**src/rtl/ram_port_arbiter_if.sv**
```systemverilog
// rtl/ram_port_arbiter_if.sv - CPU, DMA and RAM-side signals of the RAM port arbiter
interface ram_port_arbiter_if #(
    parameter int ADDR_W = 10,
    parameter int DATA_W = 16
);
    logic              cpu_req;
    logic              cpu_we;
    logic [ADDR_W-1:0] cpu_addr;
    logic [DATA_W-1:0] cpu_wdata;
    logic              cpu_gnt;
    logic              cpu_rvalid;
    logic              dma_req;
    logic              dma_we;
    logic [ADDR_W-1:0] dma_addr;
    logic [DATA_W-1:0] dma_wdata;
    logic              dma_lock;
    logic              dma_gnt;
    logic              dma_rvalid;
    logic              lock_abort;
    logic [DATA_W-1:0] rdata;
    logic [ADDR_W-1:0] ram_addr;
    logic [DATA_W-1:0] ram_din;
    logic              ram_write;
    logic [DATA_W-1:0] ram_dout;

    modport slave (
        input  cpu_req, cpu_we, cpu_addr, cpu_wdata,
        input  dma_req, dma_we, dma_addr, dma_wdata, dma_lock,
        input  ram_dout,
        output cpu_gnt, cpu_rvalid, dma_gnt, dma_rvalid, lock_abort,
        output rdata, ram_addr, ram_din, ram_write
    );

    modport master (
        output cpu_req, cpu_we, cpu_addr, cpu_wdata,
        output dma_req, dma_we, dma_addr, dma_wdata, dma_lock,
        output ram_dout,
        input  cpu_gnt, cpu_rvalid, dma_gnt, dma_rvalid, lock_abort,
        input  rdata, ram_addr, ram_din, ram_write
    );
endinterface

```
**src/rtl/ram_port_arbiter.sv**
```systemverilog
// rtl/ram_port_arbiter.sv - single-port RAM arbiter: CPU priority, DMA anti-starvation and timed bus lock
module ram_port_arbiter #(
    parameter int ADDR_W   = 10,
    parameter int DATA_W   = 16,
    parameter int MAX_WAIT = 4,
    parameter int LOCK_MAX = 32
) (
    input  logic              clk,
    input  logic              rst_n,
    ram_port_arbiter_if.slave bus
);
    localparam logic [3:0]        WAIT_SAT  = 4'(MAX_WAIT);
    localparam logic [7:0]        LOCK_LAST = 8'(LOCK_MAX - 1);
    localparam logic [ADDR_W-1:0] ADDR_ZERO = '0;
    localparam logic [DATA_W-1:0] DATA_ZERO = '0;

    typedef enum logic {
        ARB,
        LOCKED
    } state_t;

    state_t     state, state_nxt;
    logic [3:0] wait_cnt, wait_nxt;
    logic [7:0] lock_cnt, lock_nxt;
    logic       abort_nxt;
    logic       cpu_win, dma_win;
    logic       cpu_gnt_i, dma_gnt_i;

    // Grants are forced low while reset is asserted, so no access leaks out during reset
    assign cpu_gnt_i = rst_n & cpu_win;
    assign dma_gnt_i = rst_n & dma_win;

    assign bus.cpu_gnt   = cpu_gnt_i;
    assign bus.dma_gnt   = dma_gnt_i;
    assign bus.ram_addr  = !rst_n    ? ADDR_ZERO :
                           dma_gnt_i ? bus.dma_addr : bus.cpu_addr;
    assign bus.ram_din   = !rst_n    ? DATA_ZERO :
                           dma_gnt_i ? bus.dma_wdata : bus.cpu_wdata;
    assign bus.ram_write = dma_gnt_i ? bus.dma_we : (cpu_gnt_i & bus.cpu_we);
    assign bus.rdata     = bus.ram_dout;

    // Arbitration decision, next state, and counter updates
    always_comb begin
        state_nxt = state;
        cpu_win   = 1'b0;
        dma_win   = 1'b0;
        wait_nxt  = wait_cnt;
        lock_nxt  = 8'd0;
        abort_nxt = 1'b0;
        case (state)
            ARB: begin
                if (bus.dma_req && (wait_cnt == WAIT_SAT)) begin
                    dma_win = 1'b1;
                end else if (bus.cpu_req) begin
                    cpu_win = 1'b1;
                end else if (bus.dma_req) begin
                    dma_win = 1'b1;
                end
                if (dma_win && bus.dma_lock) begin
                    state_nxt = LOCKED;
                end
                if (bus.dma_req && !dma_win) begin
                    wait_nxt = (wait_cnt == WAIT_SAT) ? wait_cnt : wait_cnt + 4'd1;
                end else begin
                    wait_nxt = 4'd0;
                end
            end
            LOCKED: begin
                dma_win = bus.dma_req;
                if (!bus.dma_lock) begin
                    state_nxt = ARB;
                end else if (lock_cnt == LOCK_LAST) begin
                    // Timed-out lock: DMA loses its accumulated priority and re-arbitrates
                    state_nxt = ARB;
                    abort_nxt = 1'b1;
                    wait_nxt  = 4'd0;
                end else begin
                    lock_nxt = lock_cnt + 8'd1;
                end
            end
            default: begin
                state_nxt = ARB;
            end
        endcase
    end

    // State, counters, read-valid tags and abort pulse
    always_ff @(posedge clk or negedge rst_n) begin
        if (!rst_n) begin
            state          <= ARB;
            wait_cnt       <= 4'd0;
            lock_cnt       <= 8'd0;
            bus.cpu_rvalid <= 1'b0;
            bus.dma_rvalid <= 1'b0;
            bus.lock_abort <= 1'b0;
        end else begin
            state          <= state_nxt;
            wait_cnt       <= wait_nxt;
            lock_cnt       <= lock_nxt;
            bus.cpu_rvalid <= cpu_gnt_i & ~bus.cpu_we;
            bus.dma_rvalid <= dma_gnt_i & ~bus.dma_we;
            bus.lock_abort <= abort_nxt;
        end
    end
endmodule

```
**src/flat_wrapper.sv**
```systemverilog
// flat-port wrapper written by rule: the top's interface ports become plain ports
module ram_port_arbiter_flat 
#(
    parameter int ADDR_W   = 10,
    parameter int DATA_W   = 16,
    parameter int MAX_WAIT = 4,
    parameter int LOCK_MAX = 32
)
  (clk, rst_n, bus_cpu_req, bus_cpu_we, bus_cpu_addr, bus_cpu_wdata, bus_dma_req, bus_dma_we, bus_dma_addr, bus_dma_wdata, bus_dma_lock, bus_ram_dout, bus_cpu_gnt, bus_cpu_rvalid, bus_dma_gnt, bus_dma_rvalid, bus_lock_abort, bus_rdata, bus_ram_addr, bus_ram_din, bus_ram_write);
  ram_port_arbiter_if #(.ADDR_W(ADDR_W), .DATA_W(DATA_W)) bus_i ();
  input  logic clk;
  input  logic rst_n;
  input wire logic [$bits(bus_i.cpu_req)-1:0] bus_cpu_req;
  input wire logic [$bits(bus_i.cpu_we)-1:0] bus_cpu_we;
  input wire logic [$bits(bus_i.cpu_addr)-1:0] bus_cpu_addr;
  input wire logic [$bits(bus_i.cpu_wdata)-1:0] bus_cpu_wdata;
  input wire logic [$bits(bus_i.dma_req)-1:0] bus_dma_req;
  input wire logic [$bits(bus_i.dma_we)-1:0] bus_dma_we;
  input wire logic [$bits(bus_i.dma_addr)-1:0] bus_dma_addr;
  input wire logic [$bits(bus_i.dma_wdata)-1:0] bus_dma_wdata;
  input wire logic [$bits(bus_i.dma_lock)-1:0] bus_dma_lock;
  input wire logic [$bits(bus_i.ram_dout)-1:0] bus_ram_dout;
  output wire logic [$bits(bus_i.cpu_gnt)-1:0] bus_cpu_gnt;
  output wire logic [$bits(bus_i.cpu_rvalid)-1:0] bus_cpu_rvalid;
  output wire logic [$bits(bus_i.dma_gnt)-1:0] bus_dma_gnt;
  output wire logic [$bits(bus_i.dma_rvalid)-1:0] bus_dma_rvalid;
  output wire logic [$bits(bus_i.lock_abort)-1:0] bus_lock_abort;
  output wire logic [$bits(bus_i.rdata)-1:0] bus_rdata;
  output wire logic [$bits(bus_i.ram_addr)-1:0] bus_ram_addr;
  output wire logic [$bits(bus_i.ram_din)-1:0] bus_ram_din;
  output wire logic [$bits(bus_i.ram_write)-1:0] bus_ram_write;
  assign bus_i.cpu_req = bus_cpu_req;
  assign bus_i.cpu_we = bus_cpu_we;
  assign bus_i.cpu_addr = bus_cpu_addr;
  assign bus_i.cpu_wdata = bus_cpu_wdata;
  assign bus_i.dma_req = bus_dma_req;
  assign bus_i.dma_we = bus_dma_we;
  assign bus_i.dma_addr = bus_dma_addr;
  assign bus_i.dma_wdata = bus_dma_wdata;
  assign bus_i.dma_lock = bus_dma_lock;
  assign bus_i.ram_dout = bus_ram_dout;
  assign bus_cpu_gnt = bus_i.cpu_gnt;
  assign bus_cpu_rvalid = bus_i.cpu_rvalid;
  assign bus_dma_gnt = bus_i.dma_gnt;
  assign bus_dma_rvalid = bus_i.dma_rvalid;
  assign bus_lock_abort = bus_i.lock_abort;
  assign bus_rdata = bus_i.rdata;
  assign bus_ram_addr = bus_i.ram_addr;
  assign bus_ram_din = bus_i.ram_din;
  assign bus_ram_write = bus_i.ram_write;
  ram_port_arbiter #(.ADDR_W(ADDR_W), .DATA_W(DATA_W), .MAX_WAIT(MAX_WAIT), .LOCK_MAX(LOCK_MAX)) u_core (.clk(clk), .rst_n(rst_n), .bus(bus_i));
endmodule
```
**config.mk**
```make
export PLATFORM = sky130hd
export DESIGN_NAME = ram_port_arbiter_flat
export DESIGN_NICKNAME = d
export VERILOG_FILES = /design/src/rtl/ram_port_arbiter_if.sv /design/src/rtl/ram_port_arbiter.sv /design/src/flat_wrapper.sv
export SDC_FILE = /design/constraint.sdc
export NUM_CORES = 1
export LEC_CHECK = 0
export CORE_MARGIN = 2
export CORE_UTILIZATION = 29
export CTS_CLUSTER_DIAMETER = 30
export DETAILED_ROUTE_END_ITERATION = 10
export PLACE_DENSITY = 0.77
export SLEW_MARGIN = 5
export SYNTH_ARGS = -nofsm -noshare
export SYNTH_HDL_FRONTEND = slang
export SYNTH_SLANG_ARGS = --single-unit
```
**constraint.sdc**
```tcl
create_clock -name clk -period 1.8 [get_ports clk]
set_input_delay 0.36 -clock clk [delete_from_list [all_inputs] [get_ports clk]]
set_output_delay 0.36 -clock clk [all_outputs]
set_load 0.05 [all_outputs]
```
# == Word level (Yosys, flattened, before mapping) ==
# Cells that the tools add are included.
# W data, S select, Z words.
# totals
wordCells,54
mem_count,0
latch_bits,0
regBits,16
ramBits,0
romBits,0
# classes
n_eq_ne,5
add_sub_neg,2
n_reduce_logical,5
bitwise_logic,8
shift,0
div,0
multipliers,0
muxes,28
n_lt_le_gt_ge,0
# op_table
operator,n
$mux W16,2
$mux W8,3
$mux W10,2
$mux W4,4
$mux W1,14
$add A8 B1 Y8 const B,1
$eq A8 B5 Y1 const B,1
$pmux W4 S2,1
$and A1 B1 Y1,5
$add A4 B1 Y4 const B,1
$eq A4 B3 Y1 const B,1
$ne A2 B2 Y1 const B,2
$pmux W1 S2,2
$logic_and A1 B1 Y1,3
$ne A3 B3 Y1 const B,1
$not A1 Y1,3
$reduce_and A3 Y1,1
$logic_not A1 Y1,1

# == Longest topological paths before layout ==
# depth
word_depth,8
ltp_mapped,7
ltp_nobuf,5

# == Worst setup path before layout ==
# No wires, ideal clock.
# synth_timing
path_type,register to output
startpoint,reg u_core.wait_cnt[0]
endpoint,out bus_ram_addr[0]
required_time_ns,1.440
arrival_ns,2.120
path_slack_ns,-0.680
stages_incl_launch_ff,8
n_path_buf,2
cell_sequence,dfrtp_1 > inv_1 > ha_1 > nand3b_1 > a21oi_2 > buf_6 > buf_6 > mux2i_1
# synth_via
elab_chain_len,8
# synth_rtl
item,line_no,source
start: declaration,ram_port_arbiter.sv:23,"logic [3:0] wait_cnt, wait_nxt;"
start signal: assignment,ram_port_arbiter.sv:98,wait_cnt <= wait_nxt;
$eq A4 B3 Y1,ram_port_arbiter.sv:52,if (bus.dma_req && (wait_cnt == WAIT_SAT)) begin
$logic_and A1 B1 Y1,ram_port_arbiter.sv:52,
$mux W1,ram_port_arbiter.sv:52,
$mux W1,ram_port_arbiter.sv:50,case (state)
$pmux W1 S2,ram_port_arbiter.sv:50,
$and A1 B1 Y1,ram_port_arbiter.sv:31,assign dma_gnt_i = rst_n & dma_win;
$mux W10,ram_port_arbiter.sv:36,dma_gnt_i ? bus.dma_addr : bus.cpu_addr;
$mux W10,ram_port_arbiter.sv:35,assign bus.ram_addr = !rst_n ? ADDR_ZERO :
end: declaration,flat_wrapper.sv:29,output wire logic [$bits(bus_i.ram_addr)-1:0] bus_ram_addr;
# Every way passes these cells. The select of a mux whose other input is x is not followed.

# == Worst setup path after layout ==
# layout_timing
startpoint,reg u_core.wait_cnt[1]
endpoint,out bus_ram_din[5]
# layout_via
elab_chain_len,8
# layout_rtl
item,line_no,source
$eq A4 B3 Y1,ram_port_arbiter.sv:52,
$logic_and A1 B1 Y1,ram_port_arbiter.sv:52,
$mux W1,ram_port_arbiter.sv:52,
$mux W1,ram_port_arbiter.sv:50,
$pmux W1 S2,ram_port_arbiter.sv:50,
$and A1 B1 Y1,ram_port_arbiter.sv:31,
$mux W16,ram_port_arbiter.sv:38,dma_gnt_i ? bus.dma_wdata : bus.cpu_wdata;
$mux W16,ram_port_arbiter.sv:37,assign bus.ram_din = !rst_n ? DATA_ZERO :
end: declaration,flat_wrapper.sv:30,output wire logic [$bits(bus_i.ram_din)-1:0] bus_ram_din;
# Every way passes these cells. The select of a mux whose other input is x is not followed.

==> impl_metrics.env <==
export IMPL_firstDrtPassIters=4
export IMPL_critPathTopFamily="buffers and inverters"
export IMPL_synth_area_leaders="dfrtp_1 (28%), mux2i_1 (19%), nand2_1 (14%), buf_4 (8.9%), ha_1 (2.6%)"
export IMPL_cts_root_buf="clkbuf_8"
export IMPL_drive_above_1_share_pct=37.2
export IMPL_wirelength_um=5450
export IMPL_h_tree_depth=1
export IMPL_end_kind="output pin"
export IMPL_crit_path_frequent_cell="buf_12"
export IMPL_min_path_type="in -> async"
export IMPL_setup_ws_ns=-0.506
export IMPL_viasPerCell=4.84
export IMPL_grt_pass1_vias=1640
export IMPL_cellPowerDensity_nw_per_um2=506
export IMPL_n_antenna_cell=0
export IMPL_antenna_found_initial=0
export IMPL_yosysWarnings=0
export IMPL_dpl_cell_count=330
export IMPL_status="finished, violations left"
export IMPL_peakVddDrop_mv=0.417
export IMPL_final_core_util_pct=67.5
export IMPL_ys_types=37
export IMPL_numCtsBuffers=3
export IMPL_pre_cts_slack_ns=-0.517
export IMPL_drc=0
export IMPL_syn_num_nets=256
export IMPL_final_cells=341
export IMPL_violations="setup timing"
export IMPL_start_util_pct=30.3
export IMPL_vias=1649
export IMPL_grt_pass1_wl_um=8280
export IMPL_grt_usage_pct=19.6
export IMPL_clock_skew_ns=0.00200
export IMPL_post_route_period_util_pct=128
export IMPL_tightestPinTransition_ns=0.264
export IMPL_cpPeakStageDelay_ns=0.39
export IMPL_rsz0062_at_grt="yes"
export IMPL_finalMaxSlewViolations=0
export IMPL_worstPathRequired_ns=1.44
export IMPL_yosysTopAreaCell="dfrtp_1"
export IMPL_design_area_um2=3210
export IMPL_nFillCells=344
export IMPL_start_kind="flip-flop"
export IMPL_die_h_um=74.5
export IMPL_clkSlewWorstSetupHoldPaths_ns=0.06
export IMPL_synth_top_cell_area_share_pct=27.8
export IMPL_cp_startpoint="u_core.wait_cnt[1]"
export IMPL_clockBufferDepth=2
export IMPL_area_growth_pct=123
export IMPL_r2r_start="u_core.wait_cnt[1]"
export IMPL_p_leak_nw=1.30
export IMPL_cts_tree="done"
export IMPL_worst_path_max_fanout=8
export IMPL_ios=123
export IMPL_postSynthRegisterBits=16
export IMPL_num_rows=25
export IMPL_die_area_um2=5550
export IMPL_multi_input_area_um2=1200
export IMPL_nNetsFinal=353
export IMPL_postRouteAntennaNets=0
export IMPL_critPathArrivalTime_ns=1.95
export IMPL_syn_inst=178
export IMPL_core_um2=4750
export IMPL_dpl_hpwl_um=4070
export IMPL_critPathKind="reg -> out"
export IMPL_place_area_um2=3010
export IMPL_slew_headroom_pct=82.2
export IMPL_cts_sinks=16
export IMPL_fin_crit_ns=2.31
export IMPL_port_buffers=90
export IMPL_cpMaxStageDelayCell="dfrtp_1"
export IMPL_gp_congestion=0.830
export IMPL_crit_path_cell_trace="inv_2 -> ha_4 -> nand3b_1 -> a21oi_4 -> buf_12 -> buf_12 -> mux2i_4 -> buf_12"
export IMPL_critPathBufInv=4
export IMPL_drt_iter0_drc=48
export IMPL_max_freq_mhz=434
export IMPL_setup_viol=29
export IMPL_syn_area_um2=1440
export IMPL_clk_latency_ns=0.25
export IMPL_ff_latch_area_um2=400
export IMPL_cap_violations=0
export IMPL_synth_area_per_cell_um2=8.09
export IMPL_routedWlPerCell_um=16.0
export IMPL_hold_viol_final=0
export IMPL_grt_max_degree=38
export IMPL_die_w_um=74.5
export IMPL_yosysSeqAreaShare_pct=27.8
export IMPL_grt_overflow=0
## synth_stat cells
master and instances:
nand3_1 3, nor3_1 1, or4_1 1, nor2b_1 1, o21ai_0 2, o21bai_2 1, ha_1 3, xor2_1 2
nand3_2 1, and2_1 2, clkbuf_1 6, mux2i_1 27, o221ai_1 2, a32o_1 1, and3b_1 1, nor2b_2 1
nand2_1 55, xnor2_1 1, nand3b_1 1, and4b_1 1, dfrtp_1 16, o41ai_1 1, nand4_2 1, o31ai_1 2
a21oi_1 3, or3_1 3, nand2b_1 1, inv_1 8, nor2_1 4, o211a_1 1, buf_4 17, nand4_1 2
a21oi_2 1, buf_6 2, o22ai_1 1, o31ai_4 1, and3_1 1
## layout make-up
type / count / area share, %
clock buffers: 4 / 1.72
inverters: 8 / 0.936
multi-input cells: 129 / 37.3
flip-flops and latches: 16 / 12.5
well taps: 67 / 2.61
repair buffers: 117 / 44.9
## cell usage in the layout (no fill, tap or decap), types with 2 or more instances in the layout
| cell type | count |
|---|---|
| xor2_1 | 2 |
| clkbuf_8 | 4 |
| clkdlybuf4s50_1 | 56 |
| a21oi_1 | 3 |
| o31ai_1 | 2 |
| nand3_1 | 3 |
| buf_6 | 3 |
| inv_1 | 6 |
| buf_12 | 33 |
| dfrtp_1 | 16 |
| nand4_1 | 2 |
| o21ai_0 | 2 |
| ha_1 | 2 |
| o221ai_1 | 2 |
| buf_4 | 23 |
| or3_1 | 3 |
| nor2_1 | 4 |
| inv_2 | 2 |
| nand2_1 | 55 |
| mux2i_4 | 26 |
## worst paths after layout
path / slack, ns / to / cells after the start
worst max register to register: 0.25 / u_core.bus.cpu_rvalid / 7
worst min-delay path: 0.18 / u_core.bus.lock_abort / 2
min in group clk: 0.48 / u_core.lock_cnt[0] / 1
max in group asynchronous: 1.28 / u_core.lock_cnt[7] / 3
worst max-delay path: -0.51 / bus_ram_din[5] / 8
worst min register to register: 0.48 / u_core.lock_cnt[0] / 1
## metrics by stage
stage	hold slack, ns	power (mW)	setup TNS [ns]
2_1_floorplan	0.0644	0.915	-8.43
3_3_place_gp	0.414	1.25	-12.43
3_5_place_dp	0.406	1.26	-13.22
4_1_cts	0.146	1.66	-13.98
5_1_grt	0.170	1.69	-16.23
6_report	0.177	1.62	-13.31
## power breakdown
group	switching [mW]	leakage (nW)	internal (mW)
Clock	0.125	0.0288	0.194
Sequential	0.00707	0.221	0.368
Combinational	0.435	1.05	0.495
Total	0.567	1.30	1.06
## routing by layer
layer  track usage [%]  up-vias  share of wire, %
li1                  -      777                 -
met1              20.9      769                35
met2              37.0       93                51
met3              5.69       10                12
met4              5.75        0               2.1
met5                 0        -                 0
## flip-flops by register name, summed over array words and instances (netlist names)
register / flops
u_core.bus.cpu_rvalid: 1
u_core.bus.dma_rvalid: 1
u_core.bus.lock_abort: 1
u_core.lock_cnt: 8
u_core.state: 1
u_core.wait_cnt: 4
## repair_timing
item	4_1_cts	5_1_grt
gates cloned	2	0
hold buffers	0	0
setup endpoints to repair	29	29
setup buffers	8	2
pin swaps	3	2
resized for setup	19	0
## worst reg2reg max path, delay by kind of cell, from the launching register on
kind                     cells  cell delay, ns
adder cells (fa/ha/maj)      1            0.12
flip-flops                   1            0.39
AO/OA/AOI/OAI                1            0.23
AND/OR/NAND/NOR              2            0.28
buffers and inverters        3            0.42
## logic make-up after synthesis
| family | after synthesis | synth area share, % |
|---|---|---|
| buf+inv | 33 | 14.1 |
| flops | 16 | 27.8 |
| xor+xnor | 3 | 1.82 |
| compound gates | 16 | 9.30 |
| mux | 27 | 18.8 |
| simple gates | 80 | 25.6 |
| fa+ha+maj | 3 | 2.61 |
No activity file was read; power rests on OpenSTA's default activity.
